--- src/rtl/pipeline_hazard_ctrl_if.sv ---
// Bundle between the D/E/M pipeline stages and the hazard controller.
// The master drives stage information; the slave (hazard controller) returns control.
interface pipeline_hazard_ctrl_if;
  // D-stage operand usage
  logic [4:0]  D_rs;
  logic [4:0]  D_rt;
  logic [1:0]  D_rs_tuse;
  logic [1:0]  D_rt_tuse;
  logic        D_md_use;
  // In-flight producers in E and M
  logic [4:0]  E_dst;
  logic [4:0]  M_dst;
  logic [1:0]  E_tnew;
  logic [1:0]  M_tnew;
  // Mult/div issue
  logic        md_start;
  logic        md_is_div;
  // Control back to the pipeline
  logic        stall;
  logic        pc_en;
  logic        fd_en;
  logic        de_clr;
  logic [1:0]  fwd_rs_sel;
  logic [1:0]  fwd_rt_sel;
  logic        md_busy;
  logic [31:0] stall_cnt;
  // Debug view of the mult/div busy counter
  logic [3:0]  md_cnt_dbg;

  modport master (
    output D_rs, D_rt, D_rs_tuse, D_rt_tuse, D_md_use,
    output E_dst, M_dst, E_tnew, M_tnew,
    output md_start, md_is_div,
    input  stall, pc_en, fd_en, de_clr,
    input  fwd_rs_sel, fwd_rt_sel, md_busy, stall_cnt, md_cnt_dbg
  );

  modport slave (
    input  D_rs, D_rt, D_rs_tuse, D_rt_tuse, D_md_use,
    input  E_dst, M_dst, E_tnew, M_tnew,
    input  md_start, md_is_div,
    output stall, pc_en, fd_en, de_clr,
    output fwd_rs_sel, fwd_rt_sel, md_busy, stall_cnt, md_cnt_dbg
  );
endinterface

--- src/rtl/pipeline_hazard_ctrl.sv ---
// Stall/forward decision for a 5-stage pipeline using tuse/tnew timing,
// plus the mult/div busy interlock and a stalled-cycle counter.
module pipeline_hazard_ctrl #(
  parameter int MULT_CYC = 5,
  parameter int DIV_CYC  = 10
) (
  input logic                   clk,
  input logic                   reset,
  pipeline_hazard_ctrl_if.slave bus
);

  localparam logic [3:0] MULT_LOAD = 4'(MULT_CYC);
  localparam logic [3:0] DIV_LOAD  = 4'(DIV_CYC);

  // md_start is a single-cycle issue pulse with no backpressure: the unit
  // accepts it unconditionally and any running operation is restarted.

  logic [3:0]  md_cnt_q;
  logic [3:0]  md_cnt_d;
  logic [31:0] stall_cnt_q;
  logic [31:0] stall_cnt_d;
  logic        rs_haz;
  logic        rt_haz;
  logic        md_busy;
  logic        stall;

  // A producer blocks the operand only if its result arrives after the consumer needs it.
  function automatic logic hazard(
    input logic [4:0] src,
    input logic [1:0] tuse,
    input logic [4:0] e_dst,
    input logic [1:0] e_tnew,
    input logic [4:0] m_dst,
    input logic [1:0] m_tnew
  );
    logic e_hit;
    logic m_hit;
    e_hit = (src == e_dst) && (tuse < e_tnew);
    m_hit = (src == m_dst) && (tuse < m_tnew);
    return (src != 5'd0) && (tuse != 2'd3) && (e_hit || m_hit);
  endfunction

  // E is the younger producer, so its value wins over M.
  function automatic logic [1:0] fwd_sel(
    input logic [4:0] src,
    input logic [4:0] e_dst,
    input logic [1:0] e_tnew,
    input logic [4:0] m_dst,
    input logic [1:0] m_tnew
  );
    logic [1:0] sel;
    sel = 2'd0;
    if (src != 5'd0 && src == e_dst && e_tnew == 2'd0) begin
      sel = 2'd1;
    end else if (src != 5'd0 && src == m_dst && m_tnew == 2'd0) begin
      sel = 2'd2;
    end
    return sel;
  endfunction

  // State register
  always_ff @(posedge clk) begin
    if (reset) begin
      md_cnt_q    <= 4'd0;
      stall_cnt_q <= 32'd0;
    end else begin
      md_cnt_q    <= md_cnt_d;
      stall_cnt_q <= stall_cnt_d;
    end
  end

  // Next-state logic
  always_comb begin
    md_cnt_d = md_cnt_q;
    if (bus.md_start) begin
      md_cnt_d = bus.md_is_div ? DIV_LOAD : MULT_LOAD;
    end else if (md_cnt_q != 4'd0) begin
      md_cnt_d = md_cnt_q - 4'd1;
    end
    stall_cnt_d = stall_cnt_q + {31'd0, stall};
  end

  // Output logic
  always_comb begin
    rs_haz  = hazard(bus.D_rs, bus.D_rs_tuse, bus.E_dst, bus.E_tnew, bus.M_dst, bus.M_tnew);
    rt_haz  = hazard(bus.D_rt, bus.D_rt_tuse, bus.E_dst, bus.E_tnew, bus.M_dst, bus.M_tnew);
    md_busy = (md_cnt_q != 4'd0) || bus.md_start;
    stall   = rs_haz || rt_haz || (bus.D_md_use && md_busy);

    bus.stall      = stall;
    bus.pc_en      = ~stall;
    bus.fd_en      = ~stall;
    bus.de_clr     = stall;
    bus.fwd_rs_sel = fwd_sel(bus.D_rs, bus.E_dst, bus.E_tnew, bus.M_dst, bus.M_tnew);
    bus.fwd_rt_sel = fwd_sel(bus.D_rt, bus.E_dst, bus.E_tnew, bus.M_dst, bus.M_tnew);
    bus.md_busy    = md_busy;
    bus.stall_cnt  = stall_cnt_q;
    bus.md_cnt_dbg = md_cnt_q;
  end

endmodule

--- src/flat_wrapper.sv ---
// flat-port wrapper written by rule: the top's interface ports become plain ports
module pipeline_hazard_ctrl_flat 
#(
  parameter int MULT_CYC = 5,
  parameter int DIV_CYC  = 10
)
  (clk, reset, bus_D_rs, bus_D_rt, bus_D_rs_tuse, bus_D_rt_tuse, bus_D_md_use, bus_E_dst, bus_M_dst, bus_E_tnew, bus_M_tnew, bus_md_start, bus_md_is_div, bus_stall, bus_pc_en, bus_fd_en, bus_de_clr, bus_fwd_rs_sel, bus_fwd_rt_sel, bus_md_busy, bus_stall_cnt, bus_md_cnt_dbg);
  pipeline_hazard_ctrl_if bus_i ();
  input logic clk;
  input logic reset;
  input wire logic [$bits(bus_i.D_rs)-1:0] bus_D_rs;
  input wire logic [$bits(bus_i.D_rt)-1:0] bus_D_rt;
  input wire logic [$bits(bus_i.D_rs_tuse)-1:0] bus_D_rs_tuse;
  input wire logic [$bits(bus_i.D_rt_tuse)-1:0] bus_D_rt_tuse;
  input wire logic [$bits(bus_i.D_md_use)-1:0] bus_D_md_use;
  input wire logic [$bits(bus_i.E_dst)-1:0] bus_E_dst;
  input wire logic [$bits(bus_i.M_dst)-1:0] bus_M_dst;
  input wire logic [$bits(bus_i.E_tnew)-1:0] bus_E_tnew;
  input wire logic [$bits(bus_i.M_tnew)-1:0] bus_M_tnew;
  input wire logic [$bits(bus_i.md_start)-1:0] bus_md_start;
  input wire logic [$bits(bus_i.md_is_div)-1:0] bus_md_is_div;
  output wire logic [$bits(bus_i.stall)-1:0] bus_stall;
  output wire logic [$bits(bus_i.pc_en)-1:0] bus_pc_en;
  output wire logic [$bits(bus_i.fd_en)-1:0] bus_fd_en;
  output wire logic [$bits(bus_i.de_clr)-1:0] bus_de_clr;
  output wire logic [$bits(bus_i.fwd_rs_sel)-1:0] bus_fwd_rs_sel;
  output wire logic [$bits(bus_i.fwd_rt_sel)-1:0] bus_fwd_rt_sel;
  output wire logic [$bits(bus_i.md_busy)-1:0] bus_md_busy;
  output wire logic [$bits(bus_i.stall_cnt)-1:0] bus_stall_cnt;
  output wire logic [$bits(bus_i.md_cnt_dbg)-1:0] bus_md_cnt_dbg;
  assign bus_i.D_rs = bus_D_rs;
  assign bus_i.D_rt = bus_D_rt;
  assign bus_i.D_rs_tuse = bus_D_rs_tuse;
  assign bus_i.D_rt_tuse = bus_D_rt_tuse;
  assign bus_i.D_md_use = bus_D_md_use;
  assign bus_i.E_dst = bus_E_dst;
  assign bus_i.M_dst = bus_M_dst;
  assign bus_i.E_tnew = bus_E_tnew;
  assign bus_i.M_tnew = bus_M_tnew;
  assign bus_i.md_start = bus_md_start;
  assign bus_i.md_is_div = bus_md_is_div;
  assign bus_stall = bus_i.stall;
  assign bus_pc_en = bus_i.pc_en;
  assign bus_fd_en = bus_i.fd_en;
  assign bus_de_clr = bus_i.de_clr;
  assign bus_fwd_rs_sel = bus_i.fwd_rs_sel;
  assign bus_fwd_rt_sel = bus_i.fwd_rt_sel;
  assign bus_md_busy = bus_i.md_busy;
  assign bus_stall_cnt = bus_i.stall_cnt;
  assign bus_md_cnt_dbg = bus_i.md_cnt_dbg;
  pipeline_hazard_ctrl #(.MULT_CYC(MULT_CYC), .DIV_CYC(DIV_CYC)) u_core (.clk(clk), .reset(reset), .bus(bus_i));
endmodule
--- config.mk ---
export PLATFORM = sky130hd
export DESIGN_NAME = pipeline_hazard_ctrl_flat
export DESIGN_NICKNAME = d
export VERILOG_FILES = /design/src/rtl/pipeline_hazard_ctrl_if.sv /design/src/rtl/pipeline_hazard_ctrl.sv /design/src/flat_wrapper.sv
export SDC_FILE = /design/constraint.sdc
export NUM_CORES = 1
export LEC_CHECK = 0
export CAP_MARGIN = 20
export CORE_MARGIN = 5
export CORE_UTILIZATION = 23
export CTS_CLUSTER_DIAMETER = 50
export CTS_CLUSTER_SIZE = 28
export DETAILED_ROUTE_END_ITERATION = 12
export GPL_TIMING_DRIVEN = 0
export SLEW_MARGIN = 10
export SYNTH_ARGS = -nofsm -noshare
export SYNTH_HDL_FRONTEND = slang
export SYNTH_SLANG_ARGS = --single-unit
--- constraint.sdc ---
create_clock -name clk -period 8.1 [get_ports clk]
set_input_delay 1.62 -clock clk [delete_from_list [all_inputs] [get_ports clk]]
set_output_delay 1.62 -clock clk [all_outputs]
set_load 0.02 [all_outputs]
## Yosys cells after proc, flatten, opt, wreduce, memory -nomap -nowiden

Cells that the tools add are included.

- Input port bits: 33
- Word-level logic and storage cells: 50
- Register bits after elaboration: 36
- Output and inout port bits: 45

- Multiplexer cells: 7
- Add/sub/neg operators: 2
- Reduce and logical (&&, ||, !) cells: 28
- Magnitude comparators: 4
- Bitwise gates (word level): 1
- Equality and inequality tests: 6

Operators with widths:

| operator | number |
|---|---|
| $add 32x1->32 | 1 |
| $eq 5x5->1 | 4 |
| $logic_and 1x1->1 | 17 |
| $mux 4 | 3 |
| $reduce_bool 5->1 | 2 |
| $lt 2x2->1 | 4 |
| $mux 2 | 4 |
| $logic_or 1x1->1 | 5 |
| $logic_not 2->1 | 2 |
| $ne 2x2->1 const B | 2 |
| $reduce_bool 4->1 | 1 |
| $sub 4x1->4 const B | 1 |
| $reduce_bool 2->1 | 1 |
| $not 1->1 | 1 |

## Depth between registers and ports, before layout

- Depth after elaboration: 7
- Gate-level depth with buffers: 13
- Mapped depth without buffers: 13

## Worst setup path after synthesis

OpenSTA, ideal clock, no wires.

- Kind: input to output
- Start: in bus_D_rs[1]
- End: out bus_fwd_rs_sel[1]
- Setup slack: 3.155 ns
- Buffers on the path: 0
- Stages on the path: 4
- Arrival time: 3.325 ns
- Data required time: 6.480 ns
- Cells stage by stage: or4_1 -> nor2_1 -> and4b_1 -> nor4b_1

- Word-level cells in the longest chain between the ends: 5
- Elaborated cells between the ends (all ways): 9
- Classes of those cells: eq/ne: 2; mux: 2; reduce/logical: 5

RTL lines:

| element | line | text |
|---|---|---|
| from (decl) | flat_wrapper.sv:11 | `input wire logic [$bits(bus_i.D_rs)-1:0] bus_D_rs;` |
| $eq 5x5->1 or $reduce_bool 5->1 (tied branches) | pipeline_hazard_ctrl.sv:55, pipeline_hazard_ctrl.sv:53 |  |
| $logic_and 1x1->1 (2 in a row) | pipeline_hazard_ctrl.sv:55 | `end else if (src != 5'd0 && src == m_dst && m_tnew == 2'd0) begin` |
| $mux 2 | pipeline_hazard_ctrl.sv:55 |  |
| $mux 2 * | pipeline_hazard_ctrl.sv:53 | `if (src != 5'd0 && src == e_dst && e_tnew == 2'd0) begin` |
| to (decl) | flat_wrapper.sv:26 | `output wire logic [$bits(bus_i.fwd_rs_sel)-1:0] bus_fwd_rs_sel;` |

Every way passes the cells marked *; elsewhere a longest branch is shown, timed or not.

## Worst setup path in the final report

- Start: in bus_E_dst[1]
- End: out bus_stall

- Word-level cells in the longest chain between the ends: 6
- Elaborated cells between the ends (all ways): 10
- Classes of those cells: eq/ne: 2; reduce/logical: 8

RTL lines:

| element | line | text |
|---|---|---|
| from (decl) | flat_wrapper.sv:16 | `input wire logic [$bits(bus_i.E_dst)-1:0] bus_E_dst;` |
| $eq 5x5->1 | pipeline_hazard_ctrl.sv:38 | `e_hit = (src == e_dst) && (tuse < e_tnew);` |
| $logic_and 1x1->1 | pipeline_hazard_ctrl.sv:38 |  |
| $logic_or 1x1->1 | pipeline_hazard_ctrl.sv:40 | `return (src != 5'd0) && (tuse != 2'd3) && (e_hit \|\| m_hit);` |
| $logic_and 1x1->1 | pipeline_hazard_ctrl.sv:40 |  |
| $logic_or 1x1->1 * (2 in a row) | pipeline_hazard_ctrl.sv:88 | `stall = rs_haz \|\| rt_haz \|\| (bus.D_md_use && md_busy);` |
| to (decl) | flat_wrapper.sv:22 | `output wire logic [$bits(bus_i.stall)-1:0] bus_stall;` |

Marked as above.

==> results.md <==
| Stage | Metric | This run |
| --- | --- | --- |
| status | Run status | completed |
| critical path | Kind of critical path | in -> out |
| die | Floorplan row count | 35 |
| cts | Clock buffers created by TritonCTS | 5 |
| critical path | Startpoint type of the worst setup path | primary input |
| route | Total Wirelength | 5920 um |
| route | Post-DR vias/cell | 4.59 |
| pwr | Total power after layout | 0.500 mW |
| pwr | Power density over the cells | 157 nW/um^2 |
| placement | HPWL after detailed placement | 4850 um |
| cts | PostCTS Resize Cnt | 0 |
| placement | Area after detailed placement | 3020 um^2 |
| route | Total via count in the routed design | 2058 |
| synth | Number of unique standard cell types used by synthesis | 35 |
| cts | Insertion delay of the later-clocked pin in the worst-skew pair | 0.29 ns |
| timing | Final total negative setup slack | 0 ns |
| grt | Wire length of the first global-routing pass | 9890 um |
| timing | Final hold violation count | 0 |
| layout | Post-route cell area | 3180 um^2 |
| synth | Synth top area cells | dfxtp_1 (34%), xor2_1 (16%), nor2_1 (6.9%) |
| die | Die W | 106 um |
| layout | Layout overhead on the synthesized area | 50.7% |
| critical path | Worst Setup End Kind | output port |
| cts | Clock transition at the registers of the reported paths | 0.08 ns |
| die | Number of top-level design ports | 78 |
| placement | Setup slack after placement | 2.37 ns |
| layout | Final net count | 377 |
| synth | Average size of a mapped cell | 8.37 um^2 |
| die | Floorplan die area | 11200 um^2 |
| grt | Remaining global-route overflow | 0 |
| synth | Async set-or-reset flop fraction in the synthesized netlist | 0% |
| synth | Share of the yosys chip area belonging to registers | 34.2% |
| grt | Number of global-route vias before repair | 2097 |
| synth | Post-Syn Nets | 293 |
| job | Max cap viols | 0 |
| timing | Worst Tran Pin Value | 0.544 ns |
| hold path | Path category of the worst min-delay check | reg -> reg |
| route | WL/cell | 13.2 um |
| placement | Count of input and output buffers | 77 |
| timing | Final clock period utilization by the worst path | 70.8% |
| timing | Minimum clock period after layout | 5.73 ns |
| cts | Post-cts hold buffer count | 0 |
| timing | Final clock skew | 0.00474 ns |
| synth | Share of Yosys cell area claimed by the top area cell type | 34.2% |
| route | Final antenna-violating net count | 0 |
| critical path | Biggest fanout along the worst timing path | 3 |
| critical path | Critical path required time | 6.48 ns |
| route | First-pass iteration count of the detailed router | 4 |
| synth | Flip-flop cell with the highest count after synthesis | dfxtp_1 |
| timing | Worst relative slew slack | 63.7% |
| grt | Number of antenna violations at the first check in global routing | 0 |
| cts | Clock tree buffer depth | 2 |
| cts | Clk sink count | 36 |
| critical path | Worst path arrival time | 4.11 ns |
| layout | Fraction of final layout cells sized beyond drive strength 1 | 5.04% |
| placement | Final weighted congestion in routability-driven placement | 0.870 |
| timing | Worst path setup slack after routing | 2.37 ns |
| synth | Synth Warn # | 0 |
| timing | Setup-failing EPs final | 0 |
| route | DRC Markers | 0 |
| route | Starting DRC count in detailed routing | 68 |
| synth | Total standard cell area after synthesis | 2110 um^2 |
| cts | Clock tree from TritonCTS | done |
| timing | Max Clock Freq | 0.174 GHz |
| grt | Maximum number of pins on one net before global-route repair | 13 |
| die | Total core area | 9110 um^2 |
| timing | Unrepaired setup endpoints after global routing | no |
| cts | Root Buffer | clkbuf_8 |
| synth | Most common library cells after synthesis | nor2_1 (39), xor2_1 (39), dfxtp_1 (36) |
| die | Overall die height | 106 um |
| cts | H-tree levels | 2 |
| grt | Gr usage total | 10.7% |
| layout | Antenna diode count | 0 |
| die | Starting density of the core | 23.1% |
| synth | Post-synthesis sequential element count | 36 |
| synth | Post-synthesis cell type with the largest combined area | dfxtp_1 |
| timing | Max-slew violation count | 0 |
| pwr | IR Drop Worst-Case VDD | 0.0516 mV |
| synth | Number of flops mapped to enable cells by yosys | 0 |
| synth | Number of instances in the synthesized netlist | 252 |
| layout | Final Core Density | 34.9% |
| pwr | Static Leak | 1.17 nW |
| cts | Buffers inserted during post-CTS setup optimization | 0 |
-- placed cells by master, fill, tap and decap left out, types with 10 or more instances in the layout --
master,netlist,layout
nand4_1,12,12
o21ai_0,11,11
clkdlybuf4s50_1,0,77
xor2_1,39,39
nand3_1,16,16
nand2_1,13,13
dfxtp_1,36,36
nor2_1,39,39
nor3_1,10,10
-- final cells by class --
type                       count  area (um^2)
fill                         938         5930
multi-input combinational    202         1330
timing repair buffer          77          771
sequential                    36          721
tap                          111          139
clock inverter                 3         90.1
clock buffer                   5         68.8
buffer                         7         35.0
inverter                       7         26.3
-- cell families after synthesis --
group                    synth area share, %
AND/OR/NAND/NOR                         33.8
XOR/XNOR                                19.5
flip-flops                              34.2
AO/OA/AOI/OAI                           4.87
buffers and inverters                   2.91
adder cells (fa/ha/maj)                 4.75
-- flip-flops by register name (all words and copies together), names as in the netlist --
| signal | count |
|---|---|
| u_core.bus.stall_cnt | 32 |
| u_core.bus.md_cnt_dbg | 4 |
-- per-stage QoR --
step	std cells	hold slack, ns
after floorplan	252	0.579
after global placement	440	0.510
after detailed placement	440	0.519
after CTS	448	0.534
after global routing	448	0.576
final	448	0.525
-- critical path, stage by stage --
cell             delay [ns]
clkdlybuf4s50_1        0.47
xor2_1                 0.19
nor4_1                 0.38
nand3_1                0.14
a221oi_1               0.34
or3_1                  0.26
buf_4                  0.13
clkdlybuf4s50_1        0.59
-- power by group --
part	switching (mW)	internal, mW	leakage [nW]	total (mW)
sequential	0.00495	0.182	0.291	0.187
combinational	0.0438	0.0463	0.802	0.0902
clock	0.0694	0.154	0.0784	0.223
total	0.118	0.382	1.17	0.500
-- path summary, 6_finish.rpt --
kind / from / endpoint / slack, ns / cells past startpoint
setup / recovery: bus_E_dst[1] / bus_stall / 2.37 / 8
hold / removal: u_core.bus.md_cnt_dbg[0] / u_core.bus.md_cnt_dbg[0] / 0.52 / 2
setup reg to reg: u_core.bus.md_cnt_dbg[0] / u_core.bus.stall_cnt[28] / 4.95 / 12
hold reg to reg: u_core.bus.md_cnt_dbg[0] / u_core.bus.md_cnt_dbg[0] / 0.52 / 2
-- routing by layer --
metal	routed length, um	track usage [%]	vias up
met4	80	3.33	0
met5	0	0	-
met2	2870	19.0	64
li1	-	-	1048
met1	2470	11.9	937
met3	495	4.04	9
Note: power is estimated with default switching activity, not from simulation.
